--- src/rtl/mem_arbiter.sv ---
// mem_arbiter
//   Shares one byte-wide synchronous RAM between an instruction-fetch port
//   (read-only) and a data load/store port. Each 32-bit word moves as four
//   little-endian byte beats at base+0..base+3, where base = {addr[11:2],2'b00}.
//
//   Sequence: IDLE -> BEAT x4 -> (FLUSH on reads) -> RESP -> IDLE.
//   Counting from the acceptance edge as cycle 0, a write acks in cycle 5
//   and a read acks in cycle 6.
//
// Ports
//   clk, rst              : clock; asynchronous active-high reset
//   if_req/if_addr        : fetch request, word address (low 2 bits ignored)
//   if_ack/if_rdata       : one-cycle ack with the fetched word
//   d_req/d_we/d_addr/
//   d_wdata               : data request (d_we=1 store, 0 load)
//   d_ack/d_rdata         : one-cycle ack, load data
//   ram_r_wn/ram_addr/
//   ram_wdata/ram_rdata   : RAM side (1=read, 0=write; rdata one cycle late)
//   busy                  : high whenever the FSM is not in IDLE
//
// Configuration
//   MEM_ARB_RR_EN : when defined, contention is resolved round-robin using a
//                   1-bit last-grant pointer (reset = fetch). When undefined,
//                   the data port has fixed priority over fetch.
module mem_arbiter (
  input  logic        clk,
  input  logic        rst,
  input  logic        if_req,
  input  logic [11:0] if_addr,
  output logic        if_ack,
  output logic [31:0] if_rdata,
  input  logic        d_req,
  input  logic        d_we,
  input  logic [11:0] d_addr,
  input  logic [31:0] d_wdata,
  output logic        d_ack,
  output logic [31:0] d_rdata,
  output logic        ram_r_wn,
  output logic [11:0] ram_addr,
  output logic [31:0] ram_wdata,
  input  logic [7:0]  ram_rdata,
  output logic        busy
);

  typedef enum logic [1:0] {
    IDLE  = 2'd0,
    BEAT  = 2'd1,
    FLUSH = 2'd2,
    RESP  = 2'd3
  } state_e;

  state_e      state_q, state_d;
  logic [1:0]  cnt_q, cnt_d;
  logic        port_q, port_d;      // 1 = data port, 0 = fetch port
  logic        we_q, we_d;
  logic [11:0] base_q, base_d;
  logic [31:0] wdata_q, wdata_d;
  logic [31:0] rdata_q, rdata_d;
  logic [11:0] ram_addr_q, ram_addr_d;
  logic [31:0] ram_wdata_q, ram_wdata_d;
  logic        ram_r_wn_q, ram_r_wn_d;

  logic        gnt_d;
  logic        gnt_i;
  logic [1:0]  cap_byte;
  logic [4:0]  cap_lsb;
  logic [4:0]  wr_lsb;

  // ---------------------------------------------------------------------
  // Arbitration
  // ---------------------------------------------------------------------
`ifdef MEM_ARB_RR_EN
  // Pointer records the port granted last: 0 = fetch, 1 = data.
  logic last_q, last_d;

  always_comb begin
    gnt_d = d_req;
    if (d_req && if_req) begin
      gnt_d = (last_q == 1'b0);
    end
  end

  always_comb begin
    last_d = last_q;
    if (state_q == IDLE && (gnt_d || gnt_i)) begin
      last_d = gnt_d;
    end
  end

  always_ff @(posedge clk or posedge rst) begin
    if (rst) begin
      last_q <= 1'b0;
    end else begin
      last_q <= last_d;
    end
  end
`else
  always_comb begin
    gnt_d = d_req;
  end
`endif

  assign gnt_i = if_req & ~gnt_d;

  // ---------------------------------------------------------------------
  // Next-state logic
  // ---------------------------------------------------------------------
  // Byte captured in this cycle belongs to the previous beat.
  assign cap_byte = cnt_q - 2'd1;
  assign cap_lsb  = {cap_byte, 3'b000};
  assign wr_lsb   = {cnt_d, 3'b000};

  always_comb begin
    state_d     = state_q;
    cnt_d       = cnt_q;
    port_d      = port_q;
    we_d        = we_q;
    base_d      = base_q;
    wdata_d     = wdata_q;
    rdata_d     = rdata_q;
    ram_addr_d  = ram_addr_q;
    ram_wdata_d = ram_wdata_q;
    ram_r_wn_d  = 1'b1;

    unique case (state_q)
      IDLE: begin
        if (gnt_d) begin
          port_d  = 1'b1;
          we_d    = d_we;
          base_d  = d_addr & 12'hFFC;
          wdata_d = d_wdata;
          cnt_d   = '0;
          state_d = BEAT;
        end else if (gnt_i) begin
          port_d  = 1'b0;
          we_d    = 1'b0;
          base_d  = if_addr & 12'hFFC;
          wdata_d = '0;
          cnt_d   = '0;
          state_d = BEAT;
        end
      end

      BEAT: begin
        if (!we_q && cnt_q != 2'd0) begin
          rdata_d[cap_lsb +: 8] = ram_rdata;
        end
        if (cnt_q == 2'd3) begin
          cnt_d   = '0;
          state_d = we_q ? RESP : FLUSH;
        end else begin
          cnt_d = cnt_q + 2'd1;
        end
      end

      FLUSH: begin
        rdata_d[31:24] = ram_rdata;
        state_d        = RESP;
      end

      RESP: begin
        state_d = IDLE;
      end

      default: begin
        state_d = IDLE;
      end
    endcase

    // RAM-side outputs are registered so they line up with the state they
    // belong to; outside BEAT the address and write data simply hold.
    if (state_d == BEAT) begin
      ram_addr_d  = base_d + {10'd0, cnt_d};
      ram_r_wn_d  = ~we_d;
      ram_wdata_d = {24'd0, wdata_d[wr_lsb +: 8]};
    end
  end

  // ---------------------------------------------------------------------
  // State registers
  // ---------------------------------------------------------------------
  always_ff @(posedge clk or posedge rst) begin
    if (rst) begin
      state_q     <= IDLE;
      cnt_q       <= '0;
      port_q      <= 1'b0;
      we_q        <= 1'b0;
      base_q      <= '0;
      wdata_q     <= '0;
      rdata_q     <= '0;
      ram_addr_q  <= '0;
      ram_wdata_q <= '0;
      ram_r_wn_q  <= 1'b1;
    end else begin
      state_q     <= state_d;
      cnt_q       <= cnt_d;
      port_q      <= port_d;
      we_q        <= we_d;
      base_q      <= base_d;
      wdata_q     <= wdata_d;
      rdata_q     <= rdata_d;
      ram_addr_q  <= ram_addr_d;
      ram_wdata_q <= ram_wdata_d;
      ram_r_wn_q  <= ram_r_wn_d;
    end
  end

  // ---------------------------------------------------------------------
  // Outputs
  // ---------------------------------------------------------------------
  assign busy      = (state_q != IDLE);
  assign if_ack    = (state_q == RESP) && !port_q;
  assign d_ack     = (state_q == RESP) &&  port_q;
  assign if_rdata  = rdata_q;
  assign d_rdata   = rdata_q;
  assign ram_addr  = ram_addr_q;
  assign ram_wdata = ram_wdata_q;
  assign ram_r_wn  = ram_r_wn_q;

endmodule

--- config.mk ---
export PLATFORM = sky130hd
export DESIGN_NAME = mem_arbiter
export DESIGN_NICKNAME = d
export VERILOG_FILES = /design/src/rtl/mem_arbiter.sv
export SDC_FILE = /design/constraint.sdc
export NUM_CORES = 1
export LEC_CHECK = 0
export ABC_CLOCK_PERIOD_IN_PS = 9650
export CAP_MARGIN = 20
export CELL_PAD_IN_SITES_DETAIL_PLACEMENT = 0
export CELL_PAD_IN_SITES_GLOBAL_PLACEMENT = 1
export CORE_ASPECT_RATIO = 1.75
export CORE_UTILIZATION = 37
export CTS_CLUSTER_DIAMETER = 40
export CTS_CLUSTER_SIZE = 25
export DETAILED_ROUTE_END_ITERATION = 8
export GPL_ROUTABILITY_DRIVEN = 0
export PLACE_DENSITY_LB_ADDON = 0.1
export SLEW_MARGIN = 25
export SYNTH_ARGS = -nofsm -noshare
export SYNTH_HDL_FRONTEND = slang
export SYNTH_SLANG_ARGS = --single-unit
--- constraint.sdc ---
create_clock -name clk -period 9.65 [get_ports clk]
set_input_delay 1.93 -clock clk [delete_from_list [all_inputs] [get_ports clk]]
set_output_delay 1.93 -clock clk [all_outputs]
set_load 0.01 [all_outputs]
==> impl_metrics.ini, run 1 <==
[outcome]
status = complete, no violations

[setup_path]
rr_startpoint = state_q[1]
slowest_delay_ns = 0.82
ff2ff_setup_slack_ns = 6.11
criticalPathCategory = primary input to flop
r2r_end = ram_addr[8]
crit_top_cell = buf_4
cp_slowest_cell = clkdlybuf4s50_1
worstPathRequired_ns = 9.86
cp.arrival_ns = 5.59
endpoint_kind = flop
r2r_cells = 10
crit_fanout = 36
start_kind = primary input
cp_cell_sequence = clkdlybuf4s50_1 > o21ai_2 > buf_4 > a21boi_2 > buf_4 > inv_1 > fa_1 > nor4_1 > nand4_1 > nor2_1 > xnor2_1 > a21oi_1

[final_layout]
fin_nets = 666
final_common_cell = clkdlybuf4s50_1
final_cell_mix = clkdlybuf4s50_1 (152), dfrtp_1 (102), nand2_1 (59)
antenna_cells = 0
area_growth_pct = 32.6
layout-drive-gt1-share = 0.103
stdcell_area_mm2 = 0.00676
fin_util = 0.505

[power_and_ir_drop]
peakVddDrop_uv = 153
power_leakage_uw = 0.00282
p_per_area_mw_per_mm2 = 362
total_power_uw = 2440

[routing]
wl_per_cell_um = 16.0
route.detailed.drc = 0
drt_wl_total_um = 12300
vias = 3680
vias_per_cell = 4.80
dr.pass1.iters = 4
dr.first_iter.drc_count = 118
ant_nets = 0

[timing]
rsz0062_at_grt = false
min_period_ns = 5.38
tightest_slew_ns = 0.960
fin_skew_ns = 0.00643
maxSlewHeadroom = 0.356
setup_viol = 0
tns_ns = 0
hold_viol_final = 0
fmax_mhz = 186
hold-worst-slack_ns = 0.487
period_share = 0.558
maxSlewViolCount = 0

[logic_synthesis]
synth.top_cell.area_share = 0.501
netlist_instances = 477
ys_seq_elements = 103
syn-cell-area_mm2 = 0.00509
synth-warning-count = 0
post_synth_num_cell_types = 47
synth_seq_area_share = 0.506
syn_area_per_cell_um2 = 10.7
synth_area_leader_cell = dfrtp_1
synth.area.top_cells = dfrtp_1 (50%), buf_4 (8.7%), a22o_1 (5.7%), nand2_1 (4.3%), mux2_2 (4.2%)

[floorplanning]
start_util = 0.381
ios = 181
core_mm2 = 0.0134
die_w_um = 90.7
fp-row-count = 56
dieArea_mm2 = 0.0143
dieHeight_um = 157

[worst_hold_path]
holdPathEnd = base_q[0]
min_path_type = flop to flop
hold_depth = 1
worstHoldStart = base_q[0]

[global_routing]
grt-ovfl-total = 0
grt_pass1_vias = 3714
grt_pass1_wl_um = 19600
grt_start_max_net_pins = 70
antenna_found_initial = 0
grt_use_total = 0.176

[placement]
hpwlAfterDp_um = 8920
dpl-instance-area_mm2 = 0.00640
port_buffers = 152

[cts]
htree_num_levels = 3
cts-root-buf = clkbuf_16
numCtsBuffers = 9
clock_latency_ns = 0.34
clock_sinks = 103
clk_path_buf_depth = 2
post_cts_resize_count = 0
clkTransAtPathRegs_ns = 0.07
post-cts-setup-buffers = 0
tritoncts = yes
cts_hold_buf = 0

[job]
drv_cap = 0
registers in the layout (all words and copies together) (netlist names):
signal	flops
state_q	2
cnt_q	2
ram_r_wn	1
wdata_q	32
ram_wdata	8
d_rdata	32
base_q	12
ram_addr	12
we_q	1
port_q	1
layout make-up:
class | count | area [µm²]
fillers | 1240 | 6630
well taps | 174 | 218
multi-input cells | 306 | 2000
inverters | 11 | 43.8
repair buffers | 157 | 1560
clock inverters | 6 | 115
clock buffers | 10 | 239
flip-flops and latches | 103 | 2580
power by group:
group | internal [µW] | switching [µW] | leakage (µW) | total [µW]
logic | 643 | 599 | 0.00137 | 1240
clock network | 263 | 165 | 0.000175 | 428
registers | 649 | 126 | 0.00128 | 775
metal layers:
layer / part of all wire / wire length [µm] / vias to the layer above / track usage
met4: 0.010 / 127 / 0 / 0.0492
met3: 0.043 / 526 / 9 / 0.0367
met5: 0 / 0 / - / 0
li1: - / - / 1784 / -
met1: 0.40 / 4970 / 1780 / 0.208
met2: 0.54 / 6640 / 107 / 0.320
metrics by stage:
stage	setup WS, ns	cells
after global placement	3.90	751
final	4.27	767
after CTS	4.21	767
after floorplan	5.02	500
after detailed placement	3.87	751
after global routing	3.96	767
cells in the mapped netlist (all sizes together):
library cell / instances
buf: 73
a21boi: 1
nor2b: 2
nor2: 27
o31ai: 1
a22o: 33
and2: 2
nand3b: 2
nor4b: 1
clkbuf: 7
a31o: 1
or3b: 1
nor3: 6
fa: 1
dfrtp: 102
nor3b: 2
xor2: 1
a21oi: 25
nand2b: 7
nor4: 2
nand4: 3
o221ai: 1
dfstp: 1
nand2: 59
o22ai: 16
and3: 2
ha: 8
nand3: 2
conb: 1
inv: 11
or2b: 2
mux2: 19
o21ai: 30
xnor2: 8
mux2i: 16
o21a: 1
logic make-up (layout without fill, tap and decap cells):
family,Yosys count,in the layout,share of synthesized area
buf+inv,91,184,0.120
simple gates,120,120,0.116
compound gates,109,109,0.145
fa+ha+maj,9,9,0.0236
xor+xnor,9,9,0.0155
other cells,1,24,0.000736
mux,35,35,0.0734
flops,103,103,0.506
worst max-delay path, delay by kind of cell:
family | cells | cell delay [ns]
adders and majority gates | 1 | 0.47
and+or+nand+nor | 3 | 0.83
AOI/OAI and AO/OA | 3 | 0.59
buffers and inverters | 4 | 1.62
xor gates and xnor gates | 1 | 0.13
worst max path at each step:
stage | start | to | slack [ns] | depth (start not counted)
after floorplan | rst | base_q[0] | 5.02 | 1
after global placement | if_req | ram_addr[8] | 3.90 | 12
after detailed placement | if_req | ram_addr[8] | 3.87 | 12
after CTS | if_req | ram_addr[8] | 4.21 | 12
after global routing | if_req | ram_addr[8] | 3.96 | 12
final | if_req | ram_addr[8] | 4.27 | 12
No activity file was read; power rests on OpenSTA's default activity.
==> run 2: changes to the inputs <==
Settings changed: ABC_CLOCK_PERIOD_IN_PS 9650 to 5330, CORE_UTILIZATION 37 to 34.
Clock period 9.65 ns to 5.33 ns, I/O delays scaled along.
==> run 2 against run 1 <==
Effect of this change:
- utilization down 4.2 points
- power is 76% higher
- critical path type unchanged
- die area is 8.7% higher
- non-clock buffer count grew 1
- sequential share of layout area up 0.26 points
- largest power group unchanged
- wire length is 3.1% higher
- count of clock-buffer cells in the layout did not move
- sequential power is 82% higher
- worst setup slack worse by 2.8 ns
- register-to-register slack worse by 4.3 ns
==> impl_metrics.ini, run 2 (synthesis results as in run 1) <==
[setup_path]
start_kind = primary input
endpoint_kind = flop
cp.arrival_ns = 4.03
critPathLaunch = if_req
slowest_delay_ns = 0.57
cp_cell_sequence = clkdlybuf4s50_1 > nor3_1 > o21ai_0 > o31ai_2 > ha_1 > inv_1 > fa_1 > nor4_1 > nand4_1 > nor2_1 > xnor2_1 > a21oi_1
criticalPathCategory = primary input to flop
rr_startpoint = state_q[1]
cp_slowest_cell = clkdlybuf4s50_1
cp_num_buf_inv = 2
worstPathRequired_ns = 5.54
ff2ff_setup_slack_ns = 1.80
crit_fanout = 10
worst_path_dominant_cell_family = simple AND/OR/NAND/NOR gates

[cts]
tritoncts = yes
post_cts_resize_count = 0
clock_sinks = 103
clock_latency_ns = 0.35
cts-root-buf = clkbuf_16
cts_hold_buf = 0
htree_num_levels = 3
numCtsBuffers = 9
clkTransAtPathRegs_ns = 0.07
post-cts-setup-buffers = 0
clk_path_buf_depth = 2

[global_routing]
grt_pass1_wl_um = 19600
grt_use_total = 0.167
grt_start_max_net_pins = 75
grt-ovfl-total = 0
grt_pass1_vias = 3842
antenna_found_initial = 0

[floorplanning]
fp-row-count = 58
core_mm2 = 0.0145
dieHeight_um = 164
die_w_um = 94.5
ios = 181
dieArea_mm2 = 0.0155
start_util = 0.351

[timing]
maxSlewViolCount = 0
setup_viol = 0
maxSlewHeadroom = 0.327
tns_ns = 0
hold_viol_final = 0
tightest_slew_ns = 1.00
fin_skew_ns = 0.00762
fmax_mhz = 262
layout_setup_ws_ns = 1.51
period_share = 0.716
rsz0062_at_grt = false
min_period_ns = 3.82

[final_layout]
multiInputGateArea_mm2 = 0.00200
fill_cells = 1431
layout-drive-gt1-share = 0.104
antenna_cells = 0
area_growth_pct = 31.8
final_cell_mix = clkdlybuf4s50_1 (152), dfrtp_1 (102), nand2_1 (59)
fin_util = 0.462
fin_nets = 667
stdcell_area_mm2 = 0.00671
seq_area_mm2 = 0.00258
final_common_cell = clkdlybuf4s50_1

[outcome]
status = complete, no violations

[placement]
port_buffers = 152
hpwlAfterDp_um = 9160
dp_slack_ns = 1.12
dpl-instance-area_mm2 = 0.00641

[routing]
route.detailed.drc = 0
vias = 3718
drt_wl_total_um = 12600
vias_per_cell = 4.80
dr.pass1.iters = 4
dr.first_iter.drc_count = 97
ant_nets = 0
wl_per_cell_um = 16.3

[worst_hold_path]
worstHoldStart = base_q[0]
min_path_type = flop to flop

[power_and_ir_drop]
power_leakage_uw = 0.00279
p_per_area_mw_per_mm2 = 642
peakVddDrop_uv = 260

[job]
drv_cap = 0
==> run 2: cell count changes in the layout (fill, tap and decap cells not counted), sizes merged <==
cell / previous run / this run
bufinv: 3 / 0
clkinvlp: 0 / 2
buf: 5 / 6
inv: 13 / 14
==> run 2: layer usage <==
layer	vias up	global-route usage	share of wire	wire (µm)
met3	16	0.0319	0.045	565
met1	1803	0.191	0.41	5140
met5	-	0	0	0
met2	113	0.302	0.53	6710
li1	1786	-	-	-
met4	0	0.0606	0.018	229
==> run 2: worst register-to-register path: cells and delay by family, from the launching register on <==
| family | cells | cell delay, ns |
|---|---|---|
| AND/OR/NAND/NOR | 4 | 1.05 |
| buffers and inverters | 1 | 0.06 |
| adder cells (fa/ha/maj) | 2 | 0.71 |
| AO/OA/AOI/OAI | 2 | 0.92 |
| XOR/XNOR | 1 | 0.13 |
| flip-flops | 1 | 0.51 |
==> run 2: final cells by class <==
class	instances	share of cell area
repair buffers	158	0.233
clock inverters	6	0.00783
inverters	11	0.00690
flip-flops and latches	103	0.384
well taps	180	0.0336
multi-input cells	306	0.298
clock buffers	10	0.0356
==> run 2: worst paths after layout <==
path / end / cells past startpoint
max: ram_addr[8] / 12
min: base_q[0] / 1
max reg2reg: ram_addr[8] / 10
min reg2reg: base_q[0] / 1
max in group asynchronous: d_rdata[19] / 3
min in group asynchronous: wdata_q[11] / 2
==> run 2: metrics by stage <==
step / hold WS [ns] / std cells / total power (µW)
after floorplan: 0.454 / 500 / 2910
after global placement: 0.470 / 758 / 3650
after detailed placement: 0.475 / 758 / 3690
after CTS: 0.497 / 774 / 4370
after global routing: 0.513 / 774 / 4630
final: 0.489 / 774 / 4310
==> run 2: power breakdown <==
| group | internal (µW) | leakage [µW] | switching [µW] |
|---|---|---|---|
| sequential | 1180 | 0.00128 | 231 |
| combinational | 1160 | 0.00137 | 1090 |
| clock | 337 | 0.000138 | 308 |
